<file path="config.mk">
export PLATFORM = sky130hd
export DESIGN_NAME = spm_rr_arbiter
export DESIGN_NICKNAME = d
export VERILOG_FILES = /design/src/rtl/spm_pkg.sv /design/src/rtl/spm_rr_arbiter_rr_pick.sv /design/src/rtl/spm_rr_arbiter.sv
export SDC_FILE = /design/constraint.sdc
export NUM_CORES = 1
export LEC_CHECK = 0
export CORE_MARGIN = 5
export CORE_UTILIZATION = 28
export DETAILED_ROUTE_END_ITERATION = 16
export GPL_TIMING_DRIVEN = 0
export PLACE_DENSITY = 0.81
export SLEW_MARGIN = 20
export SYNTH_ARGS = -nofsm -noshare
export SYNTH_HDL_FRONTEND = slang
export SYNTH_HIERARCHICAL = 1
export SYNTH_SLANG_ARGS = --single-unit
</file>
<file path="constraint.sdc">
create_clock -name i_clk -period 1.8 [get_ports i_clk]
set_clock_uncertainty 0.1 [all_clocks]
set_input_delay 0.36 -clock i_clk [delete_from_list [all_inputs] [get_ports i_clk]]
set_output_delay 0.36 -clock i_clk [all_outputs]
set_load 0.05 [all_outputs]
</file>
<file path="src/rtl/spm_pkg.sv">
// Shared definitions for the single-port-memory round-robin arbiter.
//   REQ_A / REQ_B    : encoding used for the read owner and last-grant state
//   DEF_DATA_WIDTH   : default data word width
//   DEF_ADDR_WIDTH   : default memory address width
package spm_pkg;

  localparam logic REQ_A = 1'b0;
  localparam logic REQ_B = 1'b1;

  localparam int DEF_DATA_WIDTH = 8;
  localparam int DEF_ADDR_WIDTH = 8;

endpackage

</file>
<file path="src/rtl/spm_rr_arbiter_rr_pick.sv">
// Two-way round-robin select, purely combinational.
//   i_req_a / i_req_b : pending requests
//   i_last            : requester granted most recently (REQ_A / REQ_B)
//   o_gnt_a / o_gnt_b : one-hot (or all-zero) grant
// On contention the requester that did not win last time is chosen.
module rr_pick
  import spm_pkg::*;
(
  input  logic i_req_a,
  input  logic i_req_b,
  input  logic i_last,
  output logic o_gnt_a,
  output logic o_gnt_b
);

  logic w_a_wins;

  // A wins a tie only when B was the previous winner.
  assign w_a_wins = i_req_a & (~i_req_b | (i_last == REQ_B));

  assign o_gnt_a = w_a_wins;
  assign o_gnt_b = i_req_b & ~w_a_wins;

endmodule

</file>
<file path="src/rtl/spm_rr_arbiter.sv">
// Round-robin arbiter sharing one single-port memory between requesters A and B.
// At most one access (read or write) is issued per cycle; read data returns to
// its owner with a one-cycle rvalid pulse the cycle after issue.
// Ports:
//   i_clk, i_rst_n                 clock, asynchronous active-low reset
//   i_x_req/i_x_wr/i_x_addr/i_x_wdata  requester x transaction (x = a, b)
//   o_x_gnt                        transaction accepted this cycle
//   o_x_rvalid/o_x_rdata           read return (rdata is 0 when not valid)
//   o_mem_wr_en/o_mem_rd_en/o_mem_address/o_mem_wr_data  memory command
//   i_mem_rd_data                  memory read data (meaningful only when a read is pending)
module spm_rr_arbiter
  import spm_pkg::*;
#(
  parameter int DATA_WIDTH = DEF_DATA_WIDTH,
  parameter int ADDR_WIDTH = DEF_ADDR_WIDTH
) (
  input  logic                  i_clk,
  input  logic                  i_rst_n,
  input  logic                  i_a_req,
  input  logic                  i_a_wr,
  input  logic [ADDR_WIDTH-1:0] i_a_addr,
  input  logic [DATA_WIDTH-1:0] i_a_wdata,
  output logic                  o_a_gnt,
  output logic                  o_a_rvalid,
  output logic [DATA_WIDTH-1:0] o_a_rdata,
  input  logic                  i_b_req,
  input  logic                  i_b_wr,
  input  logic [ADDR_WIDTH-1:0] i_b_addr,
  input  logic [DATA_WIDTH-1:0] i_b_wdata,
  output logic                  o_b_gnt,
  output logic                  o_b_rvalid,
  output logic [DATA_WIDTH-1:0] o_b_rdata,
  output logic                  o_mem_wr_en,
  output logic                  o_mem_rd_en,
  output logic [ADDR_WIDTH-1:0] o_mem_address,
  output logic [DATA_WIDTH-1:0] o_mem_wr_data,
  input  logic [DATA_WIDTH-1:0] i_mem_rd_data
);

  logic r_last_grant;
  logic r_rd_pend;
  logic r_rd_owner;

  logic w_pick_a;
  logic w_pick_b;
  logic w_gnt_a;
  logic w_gnt_b;
  logic w_any_gnt;
  logic w_sel;

  rr_pick u_rr_pick (
    .i_req_a (i_a_req),
    .i_req_b (i_b_req),
    .i_last  (r_last_grant),
    .o_gnt_a (w_pick_a),
    .o_gnt_b (w_pick_b)
  );

  // Grants are gated by reset so nothing is issued (and no read is queued)
  // while reset is held.
  assign w_gnt_a   = w_pick_a & i_rst_n;
  assign w_gnt_b   = w_pick_b & i_rst_n;
  assign w_any_gnt = w_gnt_a | w_gnt_b;
  assign w_sel     = w_gnt_b ? REQ_B : REQ_A;

  assign o_a_gnt = w_gnt_a;
  assign o_b_gnt = w_gnt_b;

  always_comb begin
    o_mem_wr_en   = 1'b0;
    o_mem_rd_en   = 1'b0;
    o_mem_address = '0;
    o_mem_wr_data = '0;
    if (w_gnt_a) begin
      o_mem_wr_en   = i_a_wr;
      o_mem_rd_en   = ~i_a_wr;
      o_mem_address = i_a_addr;
      o_mem_wr_data = i_a_wdata;
    end else if (w_gnt_b) begin
      o_mem_wr_en   = i_b_wr;
      o_mem_rd_en   = ~i_b_wr;
      o_mem_address = i_b_addr;
      o_mem_wr_data = i_b_wdata;
    end
  end

  always_ff @(posedge i_clk or negedge i_rst_n) begin
    if (!i_rst_n) begin
      r_last_grant <= REQ_B;
      r_rd_pend    <= 1'b0;
      r_rd_owner   <= REQ_A;
    end else begin
      if (w_any_gnt) begin
        r_last_grant <= w_sel;
      end
      // A new read every cycle keeps rd_pend high for back-to-back returns.
      r_rd_pend <= o_mem_rd_en;
      if (o_mem_rd_en) begin
        r_rd_owner <= w_sel;
      end
    end
  end

  assign o_a_rvalid = r_rd_pend & (r_rd_owner == REQ_A);
  assign o_b_rvalid = r_rd_pend & (r_rd_owner == REQ_B);

  // Memory data is undefined outside a pending read; never let it escape.
  assign o_a_rdata = o_a_rvalid ? i_mem_rd_data : '0;
  assign o_b_rdata = o_b_rvalid ? i_mem_rd_data : '0;

endmodule

</file>
==> impl_table.tex, run 1 <==
\begin{tabular}{lr}
\hline
Metric & Value \\
\hline
\multicolumn{2}{l}{\textbf{Run status}} \\
\quad Result of the run & finished with violations \\
\quad Violations in the final reports & negative setup slack \\
\multicolumn{2}{l}{\textbf{Timing}} \\
\quad Setup\_tns & -6.41 ns \\
\quad Final slew viol count & 0 \\
\quad Hold Fails Final Rpt & 0 \\
\quad Peak clock frequency supported by timing & 0.459 GHz \\
\quad Pin slew with the least headroom to its limit & 0.264 ns \\
\quad Fin crit share & 121\% \\
\quad Worst-case hold slack & 0.161 ns \\
\quad Final critical path time including I/O delays and setup & 2.18 ns \\
\quad Number of setup violations in the final report & 20 \\
\quad Relative slew slack & 82.5\% \\
\quad Worst Setup Slack, final & -0.379 ns \\
\quad RSZ-0062 raised after global routing & true \\
\multicolumn{2}{l}{\textbf{Worst setup path}} \\
\quad Class of the most critical setup path & reg -> out \\
\quad Crit-path leading delay family & flip-flops \\
\quad Critical path, cell by cell & inv\_2 > a21boi\_4 > buf\_6 > buf\_6 > nor2b\_4 > o21a\_2 > buf\_8 \\
\quad Most repeated library cell on the critical path & buf\_6 \\
\quad Maximum fanout along the worst path & 5 \\
\quad Standard cell with the maximum stage delay on the critical path & dfstp\_2 \\
\quad R2R Setup Slk & 0.15 ns \\
\quad Data required time at the worst endpoint & 1.34 ns \\
\quad Crit path buf inv count & 4 \\
\quad Critical Path AT & 1.72 ns \\
\quad Element type at the critical path end & output port \\
\quad CP peak stage delay & 0.53 ns \\
\quad Critical path startpoint category & register \\
\multicolumn{2}{l}{\textbf{Die}} \\
\quad X dimension of the die & 62.3 microns \\
\quad Number of core rows & 19 \\
\quad Die Outline Area & 3880 sq um \\
\quad Number of top-level pins & 84 \\
\quad Floorplan Core Area & 2690 sq um \\
\quad Initial cell density of the core & 28.5\% \\
\quad Die height & 62.3 microns \\
\multicolumn{2}{l}{\textbf{Job}} \\
\quad Max-cap viol count & 0 \\
\multicolumn{2}{l}{\textbf{Global route}} \\
\quad Maximum number of pins on one net before global-route repair & 11 \\
\quad Via count of the first global-routing pass & 1213 \\
\quad Aggregate global-route resource usage & 19.2\% \\
\quad Initial antenna violation count & 0 \\
\quad First-pass GRT wire length & 6100 microns \\
\quad GR Overflow Total & 0 \\
\multicolumn{2}{l}{\textbf{Pwr}} \\
\quad Share of power burned in registers & 9.5\% \\
\quad Pwr per Cell Area & 485 nW/um\^{}2 \\
\quad Part of the power in combinational logic & 77.2\% \\
\quad Clock share of power & 13.3\% \\
\quad Static Leak & 0.983 nW \\
\quad Switching Power & 460 uW \\
\quad Switching portion of total power & 46.2\% \\
\quad IR Drop Worst-Case VDD & 0.508 mV \\
\quad Pint & 535 uW \\
\multicolumn{2}{l}{\textbf{Routing}} \\
\quad Routed length per instance & 17.2 microns \\
\quad Total via count after detailed routing & 1098 \\
\quad DR pass1 iterations & 4 \\
\quad Starting DRT DRC Count & 32 \\
\quad DRT Wirelength & 3950 microns \\
\quad Remaining routing DRC violations & 0 \\
\quad Antenna-violating nets left & 0 \\
\quad Vias per cell & 4.77 \\
\multicolumn{2}{l}{\textbf{Clocking}} \\
\quad Number of sinks on the clock net & 3 \\
\quad H-tree depth reported by CTS & 1 \\
\quad Maximum clock insertion buffer count & 2 \\
\quad Total clock buffers created by CTS & 3 \\
\quad CTS tree & yes \\
\quad Clock root buffer & clkbuf\_4 \\
\quad Worst skew pair latency & 0.25 ns \\
\quad CTS clk-pin slew, worst paths & 0.04 ns \\
\multicolumn{2}{l}{\textbf{Finish}} \\
\quad Most common library cell in the layout ignoring fill and taps & clkdlybuf4s50\_1 \\
\quad Count of nets after finishing & 246 \\
\quad Leading cell types in the layout, fill and taps excluded & clkdlybuf4s50\_1 (42), buf\_6 (23), buf\_4 (20) \\
\quad Fraction of final layout cells sized beyond drive strength 1 & 57.3\% \\
\quad Layout Area Growth over Synthesis & 168\% \\
\quad Antenna cells & 0 \\
\multicolumn{2}{l}{\textbf{Synth}} \\
\quad Post-Synthesis Net Count & 141 \\
\quad Number of different library cells in the post-synthesis netlist & 25 \\
\quad Synthesized area divided by synthesized cell count & 8.06 sq um \\
\quad Synthesis Warnings & 6 \\
\quad Cell Area, Synth & 766 sq um \\
\quad Post-synthesis sequential area ratio & 9.97\% \\
\quad Total of flip-flops plus latches after synthesis & 3 \\
\quad Number of instances in the synthesized netlist & 95 \\
\multicolumn{2}{l}{\textbf{Place}} \\
\quad IO buf count & 83 \\
\quad Pre-CTS setup slack & -1.19 ns \\
\quad Global placement routability congestion & 0.772 \\
\quad HPWL after detailed placement & 2740 microns \\
\multicolumn{2}{l}{\textbf{Min path}} \\
\quad Worst hold path class & in -> async \\
\hline
\end{tabular}
-- synth_stat cells, drive strengths merged --
library cell / n / area, sq um
o21a: 1 / 7.51
and3: 8 / 56.3
nor2b: 2 / 20.0
dfstp: 1 / 26.3
nor3b: 1 / 7.51
a21boi: 19 / 180
a22o: 1 / 8.76
nand3b: 18 / 135
mux2i: 1 / 10.0
buf: 9 / 87.6
nand2: 18 / 92.6
and2: 10 / 65.1
clkbuf: 1 / 3.75
dfrtp: 2 / 50.1
a21o: 1 / 7.51
inv: 2 / 7.51
-- flip-flops by register name, indices dropped and copies added (netlist names) --
name and count:
r_rd_owner 1, r_last_grant 1, r_rd_pend 1
-- worst paths after layout --
path,start,end,cells after the start
max,r_last_grant$_DFFE_PN1P_,o_mem_rd_en,7
min,i_rst_n,r_last_grant$_DFFE_PN1P_,1
max reg2reg,r_last_grant$_DFFE_PN1P_,r_rd_pend$_DFF_PN0_,7
min reg2reg,r_last_grant$_DFFE_PN1P_,r_last_grant$_DFFE_PN1P_,2
max in group asynchronous,i_rst_n,r_rd_pend$_DFF_PN0_,2
min in group i_clk,r_last_grant$_DFFE_PN1P_,r_last_grant$_DFFE_PN1P_,2
-- power by group through the flow --
stage          Combinational (mW)  Sequential (mW)  Clock (mW)
5_1_grt                     0.807           0.0963       0.141
2_1_floorplan               0.412           0.0937           0
6_report                    0.768           0.0943       0.133
4_1_cts                     0.722           0.0953       0.138
3_5_place_dp                0.645           0.0973           0
3_3_place_gp                0.632           0.0957           0
-- stage by stage --
| stage | total power, mW | area [sq um] | cells | util (%) |
|---|---|---|---|---|
| finish | 0.995 | 2050 | 230 | 76.3 |
| CTS | 0.955 | 1940 | 224 | 72.4 |
| global route | 1.04 | 2050 | 230 | 76.3 |
| floorplan | 0.506 | 930 | 95 | - |
| global placement | 0.727 | 1800 | 209 | 67.0 |
| detailed placement | 0.742 | 1800 | 209 | 67.0 |
-- repair_timing --
action                                  4_1_cts  5_1_grt
cloned                                        4        0
gates resized for setup                     259       20
endpoints found under the setup margin       38       29
hold buffers                                  1        0
setup buffers                                 6        6
pin swaps                                     9       13
endpoints found under the hold margin         2        0
-- cell families (layout without fill, tap and decap cells) --
logic type,after synthesis,in the layout,share of synthesized area (%)
buffers and inverters,12,116,12.9
flip-flops,3,3,9.97
AO/OA/AOI/OAI,22,22,26.6
multiplexers,1,1,1.31
AND/OR/NAND/NOR,57,57,49.2
-- routing by layer --
metal  part of all wire [%]  routed length [microns]  vias up  GRT usage [%]
li1                       -                        -      534              -
met1                     34                     1340      516           19.1
met2                     58                     2280       44           37.3
met3                    7.4                      291        4           5.95
met4                   0.99                       39        0           5.57
met5                      0                        0        -              0
-- area by class of cell --
cell class | instances | area [sq um]
repair buffers | 100 | 970
multi-input cells | 80 | 831
fillers | 203 | 637
plain buffers | 10 | 98.8
flip-flops and latches | 3 | 77.6
well taps | 31 | 38.8
clock buffers | 4 | 26.3
inverters | 2 | 7.51
Power figures use the tool's default switching activity.
==> run 2, diff against run 1 <==
--- a/config.mk
+++ b/config.mk
@@ -5,7 +5,7 @@
 export SDC_FILE = /design/constraint.sdc
 export NUM_CORES = 1
 export LEC_CHECK = 0
-export CORE_MARGIN = 5
+export CORE_MARGIN = 3
 export CORE_UTILIZATION = 28
 export DETAILED_ROUTE_END_ITERATION = 16
 export GPL_TIMING_DRIVEN = 0
==> run 2 against run 1 <==
The flow still finishes with violations (negative setup slack). Setup slack gained 0.046 ns. First-iteration DRC count fell by 19%. Wire length down 12%. Clock power decreased by 12%. Sequential power is 2% higher. Highest routed layer unchanged. Power shrank 5.0%. Clock-buffer cell count is the same. Final area down 4.4%. Critical path type unchanged.
==> impl_table.tex, run 2 (same netlist as run 1, synthesis figures left out) <==
\begin{tabular}{lr}
\hline
Metric & Value \\
\hline
\multicolumn{2}{l}{\textbf{Clocking}} \\
\quad Clock root buffer & clkbuf\_4 \\
\quad Number of sinks on the clock net & 3 (unchanged) \\
\quad Worst skew pair latency & 0.23 ns (-0.02 ns) \\
\quad Maximum clock insertion buffer count & 2 (unchanged) \\
\quad Total clock buffers created by CTS & 3 (unchanged) \\
\quad H-tree depth reported by CTS & 1 (unchanged) \\
\quad CTS tree & yes \\
\quad CTS clk-pin slew, worst paths & 0.04 ns (about the same) \\
\multicolumn{2}{l}{\textbf{Die}} \\
\quad Initial cell density of the core & 30.1\% (+1.6 points) \\
\quad Number of core rows & 18 (-1) \\
\quad Floorplan Core Area & 2540 sq um (-5.3\%) \\
\quad X dimension of the die & 58.3 microns (-6.4\%) \\
\quad Die height & 58.3 microns (-6.4\%) \\
\quad Number of top-level pins & 84 (unchanged) \\
\quad Die Outline Area & 3400 sq um (-12\%) \\
\multicolumn{2}{l}{\textbf{Routing}} \\
\quad DRT Wirelength & 3490 microns (-12\%) \\
\quad DR pass1 iterations & 4 (unchanged) \\
\quad Vias per cell & 5.01 (+5.0\%) \\
\quad Routed length per instance & 15.6 microns (-9.3\%) \\
\quad Antenna-violating nets left & 0 (unchanged) \\
\quad Total via count after detailed routing & 1123 (+2.3\%) \\
\quad Remaining routing DRC violations & 0 (unchanged) \\
\quad Starting DRT DRC Count & 26 (-19\%) \\
\multicolumn{2}{l}{\textbf{Finish}} \\
\quad Layout Area Growth over Synthesis & 156\% \\
\quad Fin cells & 224 (-2.6\%) \\
\quad Leading cell types in the layout, fill and taps excluded & clkdlybuf4s50\_1 (42), buf\_6 (22), a21boi\_4 (19) \\
\quad Antenna cells & 0 (unchanged) \\
\quad Fraction of final layout cells sized beyond drive strength 1 & 53.6\% (-3.7 points) \\
\quad Layout filler cell count & 171 (-16\%) \\
\quad Largest registers & r\_last\_grant x1, r\_rd\_owner x1, r\_rd\_pend x1 \\
\quad Most common library cell in the layout ignoring fill and taps & clkdlybuf4s50\_1 \\
\quad Count of nets after finishing & 241 (-2.0\%) \\
\multicolumn{2}{l}{\textbf{Worst setup path}} \\
\quad Data required time at the worst endpoint & 1.34 ns (about the same) \\
\quad Logic depth of the worst register-to-register path & 7 (unchanged) \\
\quad CP peak stage delay & 0.54 ns (about the same) \\
\quad Standard cell with the maximum stage delay on the critical path & dfstp\_2 \\
\quad Crit-path leading delay family & flip-flops \\
\quad Maximum fanout along the worst path & 5 (unchanged) \\
\quad Crit path buf inv count & 4 (unchanged) \\
\quad Element type at the critical path end & output port \\
\quad Class of the most critical setup path & reg -> out \\
\quad Critical Path AT & 1.67 ns (-0.05 ns) \\
\quad Logic depth of the worst path, buffers included & 7 (unchanged) \\
\quad Critical path, cell by cell & inv\_2 > a21boi\_4 > buf\_6 > buf\_12 > nand2\_2 > a21boi\_4 > buf\_6 \\
\quad Critical path startpoint category & register \\
\multicolumn{2}{l}{\textbf{Timing}} \\
\quad Pin slew with the least headroom to its limit & 0.264 ns (-0.000131 ns) \\
\quad Worst Setup Slack, final & -0.333 ns (+0.0459 ns) \\
\quad RSZ-0062 raised after global routing & true \\
\quad Relative slew slack & 82.5\% (about the same) \\
\quad Worst-case hold slack & 0.169 ns (+0.00842 ns) \\
\quad Peak clock frequency supported by timing & 0.469 GHz (+2.2\%) \\
\quad Final slew viol count & 0 (unchanged) \\
\quad Number of setup violations in the final report & 20 (unchanged) \\
\quad Hold Fails Final Rpt & 0 (unchanged) \\
\quad Setup\_tns & -5.91 ns (+0.501 ns) \\
\quad Fin crit share & 119\% (-2.5 points) \\
\quad Final critical path time including I/O delays and setup & 2.13 ns (-0.0459 ns) \\
\multicolumn{2}{l}{\textbf{Global route}} \\
\quad Initial antenna violation count & 0 (unchanged) \\
\quad First-pass GRT wire length & 5290 microns (-13\%) \\
\quad GR Overflow Total & 0 (unchanged) \\
\quad Maximum number of pins on one net before global-route repair & 11 (unchanged) \\
\quad Met3 track utilization from global routing & 4.17\% (-1.8 points) \\
\quad M1 GR Usage & 23.1\% (+4.0 points) \\
\quad Aggregate global-route resource usage & 19.7\% (+0.50 points) \\
\quad Met2 Track Usage GR & 35.6\% (-1.7 points) \\
\quad Most heavily used metal layer in global routing & met2 \\
\quad Via count of the first global-routing pass & 1131 (-6.8\%) \\
\multicolumn{2}{l}{\textbf{Job}} \\
\quad Max-cap viol count & 0 (unchanged) \\
\multicolumn{2}{l}{\textbf{Pwr}} \\
\quad Static Leak & 0.923 nW (-6.1\%) \\
\quad Pwr per Cell Area & 482 nW/um\^{}2 (-0.64\%) \\
\quad IR Drop Worst-Case VDD & 0.349 mV (-31\%) \\
\multicolumn{2}{l}{\textbf{Place}} \\
\quad Global placement routability congestion & 0.665 (-14\%) \\
\quad HPWL after detailed placement & 2470 microns (-9.7\%) \\
\quad \# placed instances & 208 (-0.48\%) \\
\quad IO buf count & 83 (unchanged) \\
\multicolumn{2}{l}{\textbf{Min path}} \\
\quad Worst hold path class & in -> async \\
\multicolumn{2}{l}{\textbf{Run status}} \\
\quad Violations in the final reports & negative setup slack \\
\quad Result of the run & finished with violations \\
\hline
\end{tabular}
## run 2: path summary, 6_finish.rpt
| check | startpoint | to | slack (ns) |
|---|---|---|---|
| setup / recovery | r_last_grant$_DFFE_PN1P_ | o_mem_wr_data[1] | -0.33 |
| hold / removal | i_rst_n | r_last_grant$_DFFE_PN1P_ | 0.17 |
| setup reg to reg | r_last_grant$_DFFE_PN1P_ | r_rd_owner$_DFFE_PN0P_ | 0.16 |
| hold reg to reg | r_last_grant$_DFFE_PN1P_ | r_last_grant$_DFFE_PN1P_ | 0.59 |
| max in group asynchronous | i_rst_n | r_rd_pend$_DFF_PN0_ | 0.87 |
| min in group i_clk | r_last_grant$_DFFE_PN1P_ | r_last_grant$_DFFE_PN1P_ | 0.59 |
## run 2: timing repair
item | in CTS | in global routing
buffers inserted | 6 | 1
cloned | 4 | 0
hold buffers | 1 | 0
resized for setup | 258 | 8
pin swaps | 14 | 6
endpoints found under the setup margin | 38 | 30
hold endpoints to repair | 2 | 0
## run 2: report_power, final
group	switching (mW)	internal [mW]
Clock	0.0336	0.0830
Sequential	0.0128	0.0834
Combinational	0.385	0.347
Total	0.431	0.514
## run 2: per-stage QoR
step	power [mW]	cell area (sq um)	setup slack [ns]	util (%)
detailed placement	0.740	1800	-1.18	70.6
global route	0.989	1960	-0.408	77.0
finish	0.945	1960	-0.333	77.0
CTS	0.937	1930	-0.349	76.0
global placement	0.725	1800	-1.13	70.6
floorplan	0.506	930	-0.0663	-
## run 2: layout make-up
cell class | instances | area (sq um) | area share, %
timing repair buffer | 95 | 913 | 46.6
multi-input combinational | 80 | 796 | 40.6
buffer | 10 | 101 | 5.17
sequential | 3 | 77.6 | 3.96
tap | 30 | 37.5 | 1.92
clock buffer | 4 | 26.3 | 1.34
inverter | 2 | 7.51 | 0.383
## run 2: routing by layer
layer	up-vias	wire [microns]
met5	-	0
met4	0	29
met3	4	357
met2	68	1750
met1	521	1350
li1	530	-
